<file path="src/rtl/uart_pkg.sv">
// Shared types for the configurable UART transmitter: frame states, parity modes
// and the per-frame configuration latched when a word leaves the FIFO.
package uart_pkg;

  localparam int CFG_DBITS_W = 8;

  typedef enum logic [1:0] {
    PAR_NONE = 2'b00,
    PAR_EVEN = 2'b01,
    PAR_ODD  = 2'b10
  } parity_e;

  typedef enum logic [2:0] {
    IDLE,
    START,
    DATA,
    PARITY,
    STOP
  } tx_state_e;

  typedef struct packed {
    logic [CFG_DBITS_W-1:0] dbits;
    parity_e                parity;
    logic                   stop;
  } uart_cfg_t;

  // The unused encoding 2'b11 is folded onto "no parity".
  function automatic parity_e decode_parity(input logic [1:0] p);
    parity_e r;
    case (p)
      2'b01:   r = PAR_EVEN;
      2'b10:   r = PAR_ODD;
      default: r = PAR_NONE;
    endcase
    return r;
  endfunction

endpackage

</file>
<file path="src/rtl/uart_fifo.sv">
// Synchronous FIFO with combinational read port: rd_data always shows the oldest word.
module uart_fifo #(
  parameter int W     = 8,
  parameter int DEPTH = 8
) (
  input  logic                         clk,
  input  logic                         rst,
  input  logic                         wr_en,
  input  logic [W-1:0]                 wr_data,
  input  logic                         rd_en,
  output logic [W-1:0]                 rd_data,
  output logic                         full,
  output logic                         empty,
  output logic [$clog2(DEPTH+1)-1:0]   count
);

  localparam int AW = $clog2(DEPTH);
  localparam int CW = $clog2(DEPTH+1);

  logic [W-1:0]  mem [DEPTH];
  logic [AW-1:0] wr_ptr;
  logic [AW-1:0] rd_ptr;
  logic          push;
  logic          pop;

  assign full    = (count == CW'(DEPTH));
  assign empty   = (count == '0);
  assign push    = wr_en && !full;
  assign pop     = rd_en && !empty;
  assign rd_data = mem[rd_ptr];

  // Pointers wrap naturally because DEPTH is a power of two.
  always_ff @(posedge clk or posedge rst) begin
    if (rst) begin
      wr_ptr <= '0;
      rd_ptr <= '0;
      count  <= '0;
    end else begin
      if (push) wr_ptr <= wr_ptr + 1'b1;
      if (pop)  rd_ptr <= rd_ptr + 1'b1;
      case ({push, pop})
        2'b10:   count <= count + 1'b1;
        2'b01:   count <= count - 1'b1;
        default: count <= count;
      endcase
    end
  end

  always_ff @(posedge clk) begin
    if (push) mem[wr_ptr] <= wr_data;
  end

endmodule

</file>
<file path="src/rtl/uart_tx_fifo_cfg.sv">
// UART transmitter fed from a FIFO, with frame format (data bits, parity, stop bits)
// sampled per frame at the moment its word is popped.
module uart_tx_fifo_cfg #(
  parameter int D_W    = 8,
  parameter int B_TICK = 16,
  parameter int FIFO_D = 8
) (
  input  logic                         clk,
  input  logic                         rst,
  input  logic                         baud_clk,
  output logic                         baud_en,
  input  logic [D_W-1:0]               input_data,
  input  logic                         tx_start,
  output logic                         tx_ready,
  input  logic [$clog2(D_W+1)-1:0]     cfg_dbits,
  input  logic [1:0]                   cfg_parity,
  input  logic                         cfg_stop,
  output logic                         tx_data,
  output logic                         tx_done,
  output logic                         tx_busy,
  output logic [$clog2(FIFO_D+1)-1:0]  fifo_count
);

  import uart_pkg::*;

  localparam int DB_W = $clog2(D_W+1);
  localparam int TW   = (B_TICK > 1) ? $clog2(B_TICK) : 1;

  localparam logic [CFG_DBITS_W-1:0] MIN_DBITS = CFG_DBITS_W'(5);
  localparam logic [CFG_DBITS_W-1:0] MAX_DBITS = CFG_DBITS_W'(D_W);

  function automatic logic [CFG_DBITS_W-1:0] clamp_dbits(input logic [DB_W-1:0] d);
    logic [CFG_DBITS_W-1:0] v;
    v = CFG_DBITS_W'(d);
    if (v < MIN_DBITS)      v = MIN_DBITS;
    else if (v > MAX_DBITS) v = MAX_DBITS;
    return v;
  endfunction

  logic [D_W-1:0]         rd_data;
  logic [D_W-1:0]         shreg;
  logic                   full;
  logic                   empty;
  logic                   push;
  logic                   pop;
  tx_state_e              state;
  logic [TW-1:0]          tick_cnt;
  logic [CFG_DBITS_W-1:0] bit_cnt;
  logic                   par_acc;
  uart_cfg_t              cfg_q;
  logic                   slot_end;
  logic                   stop_last;
  logic                   data_last;
  logic                   par_next;

  uart_fifo #(
    .W     (D_W),
    .DEPTH (FIFO_D)
  ) u_fifo (
    .clk     (clk),
    .rst     (rst),
    .wr_en   (tx_start),
    .wr_data (input_data),
    .rd_en   (pop),
    .rd_data (rd_data),
    .full    (full),
    .empty   (empty),
    .count   (fifo_count)
  );

  assign tx_ready  = !full;
  assign push      = tx_start && !full;
  assign slot_end  = baud_clk && (state != IDLE) && (tick_cnt == TW'(B_TICK-1));
  assign stop_last = !cfg_q.stop || (bit_cnt == CFG_DBITS_W'(1));
  assign data_last = (bit_cnt == cfg_q.dbits - CFG_DBITS_W'(1));
  assign par_next  = par_acc ^ shreg[0];

  // A new word is taken either from idle or straight out of the final stop tick,
  // so back-to-back frames have no idle gap.
  assign pop = !empty && ((state == IDLE) || ((state == STOP) && slot_end && stop_last));

  always_ff @(posedge clk or posedge rst) begin
    if (rst) begin
      state    <= IDLE;
      tick_cnt <= '0;
      bit_cnt  <= '0;
      tx_data  <= 1'b1;
      tx_done  <= 1'b0;
      tx_busy  <= 1'b0;
      baud_en  <= 1'b0;
    end else begin
      tx_done <= (state == STOP) && slot_end && stop_last;
      tx_busy <= (state != IDLE) || pop;
      baud_en <= (state != IDLE) || (fifo_count != '0) || push;

      // The tick that lands on a pop is discarded; counting restarts from zero.
      if (pop)
        tick_cnt <= '0;
      else if (baud_clk && (state != IDLE))
        tick_cnt <= slot_end ? '0 : tick_cnt + 1'b1;

      if (pop) begin
        state   <= START;
        tx_data <= 1'b0;
        bit_cnt <= '0;
      end else begin
        case (state)
          IDLE: tx_data <= 1'b1;
          START: begin
            if (slot_end) begin
              state   <= DATA;
              tx_data <= shreg[0];
            end
          end
          DATA: begin
            if (slot_end) begin
              if (data_last) begin
                bit_cnt <= '0;
                if (cfg_q.parity != PAR_NONE) begin
                  state   <= PARITY;
                  tx_data <= par_next ^ (cfg_q.parity == PAR_ODD);
                end else begin
                  state   <= STOP;
                  tx_data <= 1'b1;
                end
              end else begin
                bit_cnt <= bit_cnt + 1'b1;
                tx_data <= shreg[1];
              end
            end
          end
          PARITY: begin
            if (slot_end) begin
              state   <= STOP;
              tx_data <= 1'b1;
            end
          end
          STOP: begin
            if (slot_end) begin
              if (stop_last) begin
                state   <= IDLE;
                tx_data <= 1'b1;
              end else begin
                bit_cnt <= bit_cnt + 1'b1;
              end
            end
          end
          default: state <= IDLE;
        endcase
      end
    end
  end

  // Frame payload and format: loaded on pop, consumed LSB first while in DATA.
  always_ff @(posedge clk) begin
    if (pop) begin
      shreg        <= rd_data;
      cfg_q.dbits  <= clamp_dbits(cfg_dbits);
      cfg_q.parity <= decode_parity(cfg_parity);
      cfg_q.stop   <= cfg_stop;
      par_acc      <= 1'b0;
    end else if ((state == DATA) && slot_end) begin
      shreg   <= {1'b0, shreg[D_W-1:1]};
      par_acc <= par_next;
    end
  end

endmodule
</file>
<file path="config.mk">
export PLATFORM = sky130hd
export DESIGN_NAME = uart_tx_fifo_cfg
export DESIGN_NICKNAME = d
export VERILOG_FILES = /design/src/rtl/uart_pkg.sv /design/src/rtl/uart_fifo.sv /design/src/rtl/uart_tx_fifo_cfg.sv
export SDC_FILE = /design/constraint.sdc
export NUM_CORES = 1
export LEC_CHECK = 0
export BUFFER_PORTS_ARGS = -buffer_cell sky130_fd_sc_hd__buf_2
export CAP_MARGIN = 20
export CELL_PAD_IN_SITES_DETAIL_PLACEMENT = 0
export CELL_PAD_IN_SITES_GLOBAL_PLACEMENT = 2
export CORE_MARGIN = 4
export CORE_UTILIZATION = 41
export CTS_BUF_LIST = sky130_fd_sc_hd__clkbuf_8
export DETAILED_ROUTE_END_ITERATION = 10
export PLACE_DENSITY = 0.74
export SYNTH_ARGS = -nofsm -noshare
export SYNTH_HDL_FRONTEND = slang
export SYNTH_SLANG_ARGS = --single-unit
</file>
<file path="constraint.sdc">
create_clock -name clk -period 3.08 [get_ports clk]
set_clock_uncertainty 0.2 [all_clocks]
set_input_delay 0.308 -clock clk [delete_from_list [all_inputs] [get_ports clk]]
set_output_delay 0.308 -clock clk [all_outputs]
set_load 0.01 [all_outputs]
</file>
# After elaboration in Yosys (flattened, before gate mapping)
# Memory sizes are Yosys's and may differ from the RTL's.
# Index checks and enable logic that the tools add are counted.
[totals] reg_bits=49 latch_bits=0 mem_bits_rw=64 romBits=0 in_bits=19 output_inout_bits=9 wordCells=113 n_memories=1
[mem_list] name="u_fifo.mem" words=8 width=8 rd=1 rd_ports_with_merged_regs=0 write_ports=1 line_no="uart_fifo.sv:20" source="logic [W-1:0] mem [DEPTH];"
[classes] n_addsub=7 multipliers=0 div_mod_pow=0 n_lt_le_gt_ge=2 eq_ne=21 shift=0 muxes=34 bitwise=2 reduce_logical=30
[ops] cell="2-to-1 mux 8 bit" count=7
[ops] cell="2-to-1 mux 3 bit" count=8
[ops] cell="!= test 3 bit, second input constant" count=7
[ops] cell="2-to-1 mux 4 bit" count=4
[ops] cell="one-hot mux 8 bit (2 select lines)" count=1
[ops] cell="one-hot mux 3 bit (5 select lines)" count=1
[ops] cell="2-to-1 mux 1 bit" count=10
[ops] cell="adder 4 x 1 -> 4 bit, second input constant" count=2
[ops] cell="adder 8 x 1 -> 8 bit, second input constant" count=1
[ops] cell="== test 4 bit, second input constant" count=2
[ops] cell="== test 8 x 1 -> 1 bit, second input constant" count=1
[ops] cell="== test 8 bit" count=1
[ops] cell="logical AND 1 bit" count=8
[ops] cell="one-hot mux 4 bit (2 select lines)" count=1
[ops] cell="nonzero test 2 bit" count=4
[ops] cell="subtractor 8 x 1 -> 8 bit, second input constant" count=1
[ops] cell="AND reduction 7 bit" count=1
[ops] cell="adder 3 x 1 -> 3 bit, second input constant" count=2
[ops] cell="== test 2 bit, second input constant" count=3
[ops] cell="== test 3 x 2 -> 1 bit, second input constant" count=2
[ops] cell="AND reduction 6 bit" count=1
[ops] cell="nonzero test 3 bit" count=2
[ops] cell="nonzero test 6 bit" count=1
[ops] cell="logical OR 1 bit" count=5
[ops] cell="other kinds (16)" count=20

# Depth between registers and ports, before layout
[depth] ltp_word=10 depth_mapped=14 ltp_nobuf=14

# Cells and area by module
# From an unflattened synthesis, not the netlist that was laid out.
[hier_totals] cells_unflattened=352 area_unflattened_um2=5103.6
[modules_own_cells] mod="uart_fifo" instances=1 cells_each=161 area_each_um2=3138.0 seq_area_each_um2=2172.1
[modules_own_cells] mod="uart_tx_fifo_cfg" instances=1 cells_each=191 area_each_um2=1965.6 seq_area_each_um2=947.2

# Least setup slack after synthesis
# No wires, ideal clock.
[synth_timing] kind="flip-flop to flip-flop" start="reg bit_cnt[6]" end="reg u_fifo.count[3]" arrival_time_ps=2782 slack_ps=-31 stages_incl_launch_ff=13 synth_period_minus_slack_ps=3111 cell_sequence="dfrtp_1 or4_1 o31a_1 o21ai_4 nand2_2 inv_1 ha_1 ha_1 a21o_1 a21oi_1 xnor2_1 nor2_1 xor2_1"
[synth_between] elab_chain_len=8 word_cells_on_any_way=10
[synth_rtl] element="start, declared" line_no="uart_tx_fifo_cfg.sv:48" source="logic [CFG_DBITS_W-1:0] bit_cnt;"
[synth_rtl] element="start signal, assigned" line_no="uart_tx_fifo_cfg.sv:127" source="bit_cnt <= bit_cnt + 1'b1;"
[synth_rtl] element="start signal, assigned" line_no="uart_tx_fifo_cfg.sv:144" source="bit_cnt <= bit_cnt + 1'b1;"
[synth_rtl] element="== test 8 x 1 -> 1 bit *" line_no="uart_tx_fifo_cfg.sv:74" source="assign stop_last = !cfg_q.stop || (bit_cnt == CFG_DBITS_W'(1));"
[synth_rtl] element="logical OR 1 bit *" line_no="uart_tx_fifo_cfg.sv:74"
[synth_rtl] element="logical AND 1 bit *" line_no="uart_tx_fifo_cfg.sv:80" source="assign pop = !empty && ((state == IDLE) || ((state == STOP) && slot_end && stop_last));"
[synth_rtl] element="logical OR 1 bit *" line_no="uart_tx_fifo_cfg.sv:80"
[synth_rtl] element="logical AND 1 bit *" line_no="uart_tx_fifo_cfg.sv:80"
[synth_rtl] element="logical AND 1 bit *" line_no="uart_fifo.sv:29" source="assign pop = rd_en && !empty;"
[synth_rtl] element="net u_fifo.pop" line_no="uart_fifo.sv:24" source="logic pop;"
[synth_rtl] element="== test 2 x 1 -> 1 bit or == test 2 bit (tied branches)" line_no="uart_fifo.sv:41" source="case ({push, pop})"
[synth_rtl] element="one-hot mux 4 bit (2 select lines) or nonzero test 2 bit (tied branches)"
[synth_rtl] element="end signal, assigned" line_no="uart_fifo.sv:42" source="2'b10: count <= count + 1'b1;"
[synth_rtl] element="end signal, assigned" line_no="uart_fifo.sv:43" source="2'b01: count <= count - 1'b1;"
[synth_rtl] element="end signal, assigned" line_no="uart_fifo.sv:44" source="default: count <= count;"
[synth_rtl] element="end, declared" line_no="uart_fifo.sv:14" source="output logic [$clog2(DEPTH+1)-1:0] count"
# Mark *: on every way through the listed nets, which the timed path passes. The rest lies on a longest branch.
# A chain may end at the register's enable or synchronous reset.

# Worst setup path after layout
# Same ends and word-level chain as after synthesis.

==> results by stage <==
Layout:
- The area growth from synthesis to layout is 15.57%.
- 0 antenna diodes ended up in the layout.
- The count of fill cells added during filler insertion is approximately 1,000.
- In the final layout, the share of cells above drive strength 1 is 0.2536.
- The number of nets in the final layout is ~440.

Synth:
- The post-synthesis async set-or-reset flop share is 0.2661.
- Of the post-synthesis cell area, the dominant cell type holds 0.4792.
- Of the synthesized area, sequential elements account for 0.6300.
- The netlist uses between 50 and 60 different library cells.
- The post-synthesis net count is between 300 and 400.
- Synthesis produced a netlist whose cell count is between 300 and 400.
- By area the synthesized netlist is led by edfxtp_1, dfrtp_1, mux4_2.
- The total number of yosys warnings is 0.
- edfxtp_1 is the most common cell in the netlist.
- The average size of a mapped cell is approximately 14 um2.
- By count the netlist is led by edfxtp_1, nand2_1, dfrtp_1.
- In this run, synthesis produced a sequential element count of 109.
- The post-synthesis cell type with the largest combined area is edfxtp_1.
- The total standard cell area after synthesis is approximately 5000 um2.
- The number of enable-type register cells in the synthesized netlist is 79.
- The top flip-flop cell by instance count after synthesis is edfxtp_1.

Timing:
- The max-slew violation total from the final report came to 0.
- The transition time at the pin with the least slew margin is 0.6210 ns.
- The final setup violation count is 0.
- In this run the tightest slew margin relative to its limit is 0.5835.
- Dividing the final minimum period by the clock period gives 0.9446.
- The total negative setup slack is 0 ns.
- The peak clock frequency supported by timing is 343.7 MHz.
- The final critical path time including I/O delays and setup is around 2.9 ns.
- Setup repair after global routing left no endpoint under its margin.
- The count of final hold-check violations is 0.
- On the final layout, the worst hold slack is approximately 0.022 ns.

Detailed routing:
- The DRC violation total after the first TritonRoute iteration is between 100 and 150.
- Before antenna repair, the detailed router went through 4 iterations.
- The per-cell via count in the routed design is roughly 5.3.
- The number of DRC violations after detailed routing is 0.
- The total wirelength of the detailed-routed design is 9752 um.
- In this run the remaining antenna-violating nets after routing total 0.
- In the final routed layout, each cell accounts on average for around 17 um.
- The total via count after detailed routing is about 3,000.

Global routing:
- The sum of overflow across all layers after global routing is 0.
- The number of global-route vias before repair came to approximately 3,100.
- The total global-route track usage is 0.1488.
- The initial antenna violation count is 0.
- The wire length of the first global-routing pass is 16,440 um.
- The pin count of the biggest net entering global routing is 30.

Critical path:
- Of all nets on the critical path, the largest fanout is 3.
- For this design, the slowest cell found on the critical path is or4_4.
- The critical path goes through or4_4 > o31a_1 > o21ai_4 > nand2_2 > inv_2 > ha_4 > ha_1 > a21o_1 > a21oi_2 > xnor2_1 > nor2_1 > xor2_1.
- Setup slack on the worst reg-to-reg path comes out at 0.17 ns.
- In this run the critical register-to-register path is captured at u_fifo.count[3]$_DFFE_PP0P_.
- The critical path in this run is classified as reg2reg.
- At the worst endpoint, the required time is between 3 and 4 ns.
- The worst reg-to-reg path cell count is 12.
- The signal arrival time at the worst endpoint is roughly 3.0 ns.
- The stage delay of the slowest cell on the critical path is about 0.53 ns.
- The startpoint identified for the worst register-to-register timing path is bit_cnt[6]$_DFFE_PP0P_.
- The critical path startpoint category is a flop.
- The most critical setup path has its startpoint at bit_cnt[6]$_DFFE_PP0P_.
- STA classifies the critical path endpoint as a flop.

Power and ir drop:
- Summed over all cells, the static leakage comes to 2.128 nW.
- Cell internal power was estimated by the tool at 2.990 mW.
- The power density over the cells is 791.2 nW/um2.
- The sequential share of power is 0.475.
- The part of the power in the clock network is 0.201.
- Of the total power, combinational logic draws 0.324.
- The highest ir drop seen on vdd is 0.0003330 V.
- Of the total power, the share spent switching nets is 0.3396.
- The net switching power is 1.537 mW.

Placed design:
- The port buffer count is 27.
- Detailed placement ended at an HPWL of roughly 6700 um.
- The final RePlAce weighted congestion is between 0.7 and 0.8.

CTS:
- The post-CTS clock slew at the launch and capture registers of the worst setup and hold paths is about 0.1 ns.
- The largest buffer count on any clock path is 2.
- The clock latency on the worst-skew pair is ~0.37 ns.
- The total number of H-tree levels is 3.
- The library cell used as clock root buffer is clkbuf_8.
- The number of clock buffers inserted by TritonCTS is 9.
- The clock tree from TritonCTS is yes.
- The CTS sink count is about 110.

Run status:
- The run finished with clean final reports.

Worst hold path:
- The path class of the tightest hold or removal check is in2reg.
- In this run the most critical hold path is launched from input_data[4].
- The worst min-delay path endpoint is u_fifo.mem[7][4]$_DFFE_PP_.
- Along the worst hold path, the cell count comes to 1.

Floorplan:
- The horizontal die dimension is about 120 um.
- In this run the vertical extent of the chip is ~120 um.
- The total core area is between 10,000 and 15,000 um2.
- After floorplanning, the core was divided into 39 placement rows.
- 28 I/O pins were placed.
- The die covers roughly 14,000 um2.
- The effective utilization at floorplan is 0.4263.

Run:
- The number of maximum-capacitance constraint violations is 0.
## repair_timing
action | 4_1_cts | 5_1_grt
gates resized for setup | 0 | 4
setup endpoints to repair | 0 | 1
hold endpoints to repair | 73 | 0
hold buffers | 10 | 0
buffers inserted | 0 | 2
## metal layers
metal	global-route usage	wire, um	part of all wire	up-vias
li1	-	-	-	1455
met1	0.2084	4755	0.49	1487
met2	0.2382	4667	0.48	34
met3	0.02787	246	0.025	6
met4	0.04176	82	0.0084	0
met5	0	0	0	-
## worst max-delay path by stage
stage,end,slack [ns],cells past startpoint
after floorplan,u_fifo.count[3]$_DFFE_PP0P_,0.02,12
after global placement,u_fifo.count[3]$_DFFE_PP0P_,0.11,12
after detailed placement,u_fifo.count[3]$_DFFE_PP0P_,0.05,12
after CTS,u_fifo.count[3]$_DFFE_PP0P_,0.05,12
after global routing,u_fifo.count[3]$_DFFE_PP0P_,0.01,12
final,u_fifo.count[3]$_DFFE_PP0P_,0.17,12
## worst max-delay path, delay by kind of cell (launching register included)
kind                     cells  cell delay (ns)
AND/OR/NAND/NOR              3             0.67
flip-flops                   1             0.39
buffers and inverters        1             0.08
XOR/XNOR                     2             0.25
adder cells (fa/ha/maj)      2             0.36
AO/OA/AOI/OAI                4             0.84
## flip-flops by register name, summed over array words and instances, names as in the netlist
| name | cells |
|---|---|
| u_fifo.count | 4 |
| par_acc | 1 |
| u_fifo.wr_ptr | 3 |
| state | 3 |
| tx_done | 1 |
| baud_en | 1 |
| bit_cnt | 8 |
| tx_busy | 1 |
| tx_data | 1 |
| tick_cnt | 4 |
| u_fifo.rd_ptr | 3 |
| cfg_q | 7 |
| shreg | 8 |
| u_fifo.mem | 64 |
## area by class of cell
cell class              instances  area [um2]  share of cell area
multi-input cells             218        1735              0.3033
clock buffers                   9       123.9             0.02165
clock inverters                 7       88.84             0.01553
flip-flops and latches        109        3119              0.5452
inverters                      12       45.04            0.007872
repair buffers                 63       430.4             0.07522
well taps                     143       178.9             0.03127
## cells by family after synthesis
group	Yosys count	share of synthesized area
flops	109	0.6300
fa+ha+maj	11	0.02932
buf+inv	28	0.02350
simple gates	108	0.1074
compound gates	53	0.08062
mux	28	0.09730
xor+xnor	18	0.03184
## power groups by stage
stage | registers, mW | clock network (mW) | logic [mW]
final | 2.15 | 0.912 | 1.47
after global routing | 2.20 | 0.998 | 1.65
after CTS | 2.16 | 0.934 | 1.47
after detailed placement | 2.19 | 0 | 1.46
after global placement | 2.18 | 0 | 1.44
after floorplan | 2.08 | 0 | 1.11
## cell usage in the layout, fill, tap and decap left out, types with 2 or more instances in the layout
master	n
a21o_1	2
a21oi_1	5
a21oi_2	2
buf_2	27
buf_4	26
clkbuf_8	9
clkinv_4	2
dfrtp_1	28
dlygate4sd3_1	10
edfxtp_1	79
ha_1	9
inv_1	11
inv_8	3
mux2i_1	11
mux4_2	16
nand2_1	37
nand2b_1	3
nand3_1	8
nor2_1	25
nor2b_1	4
nor3_1	8
nor3b_1	3
nor4_1	2
nor4_2	2
nor4b_1	2
o2111ai_1	5
o211ai_1	8
o21ai_0	14
or2_2	5
xnor2_1	9
xor2_1	9
## stage by stage
step | utilization | instance area, um2 | worst slack, ns | std cells | total power, mW
after floorplan | - | 4951 | 0.02269 | 355 | 3.192
after global placement | 0.4627 | 5374 | 0.1134 | 533 | 3.624
after detailed placement | 0.4627 | 5374 | 0.05261 | 533 | 3.647
after CTS | 0.4897 | 5687 | 0.05286 | 559 | 4.562
after global routing | 0.4927 | 5722 | 0.01441 | 561 | 4.842
final | 0.4927 | 5722 | 0.1708 | 561 | 4.527
(Power assumes the default switching activity.)
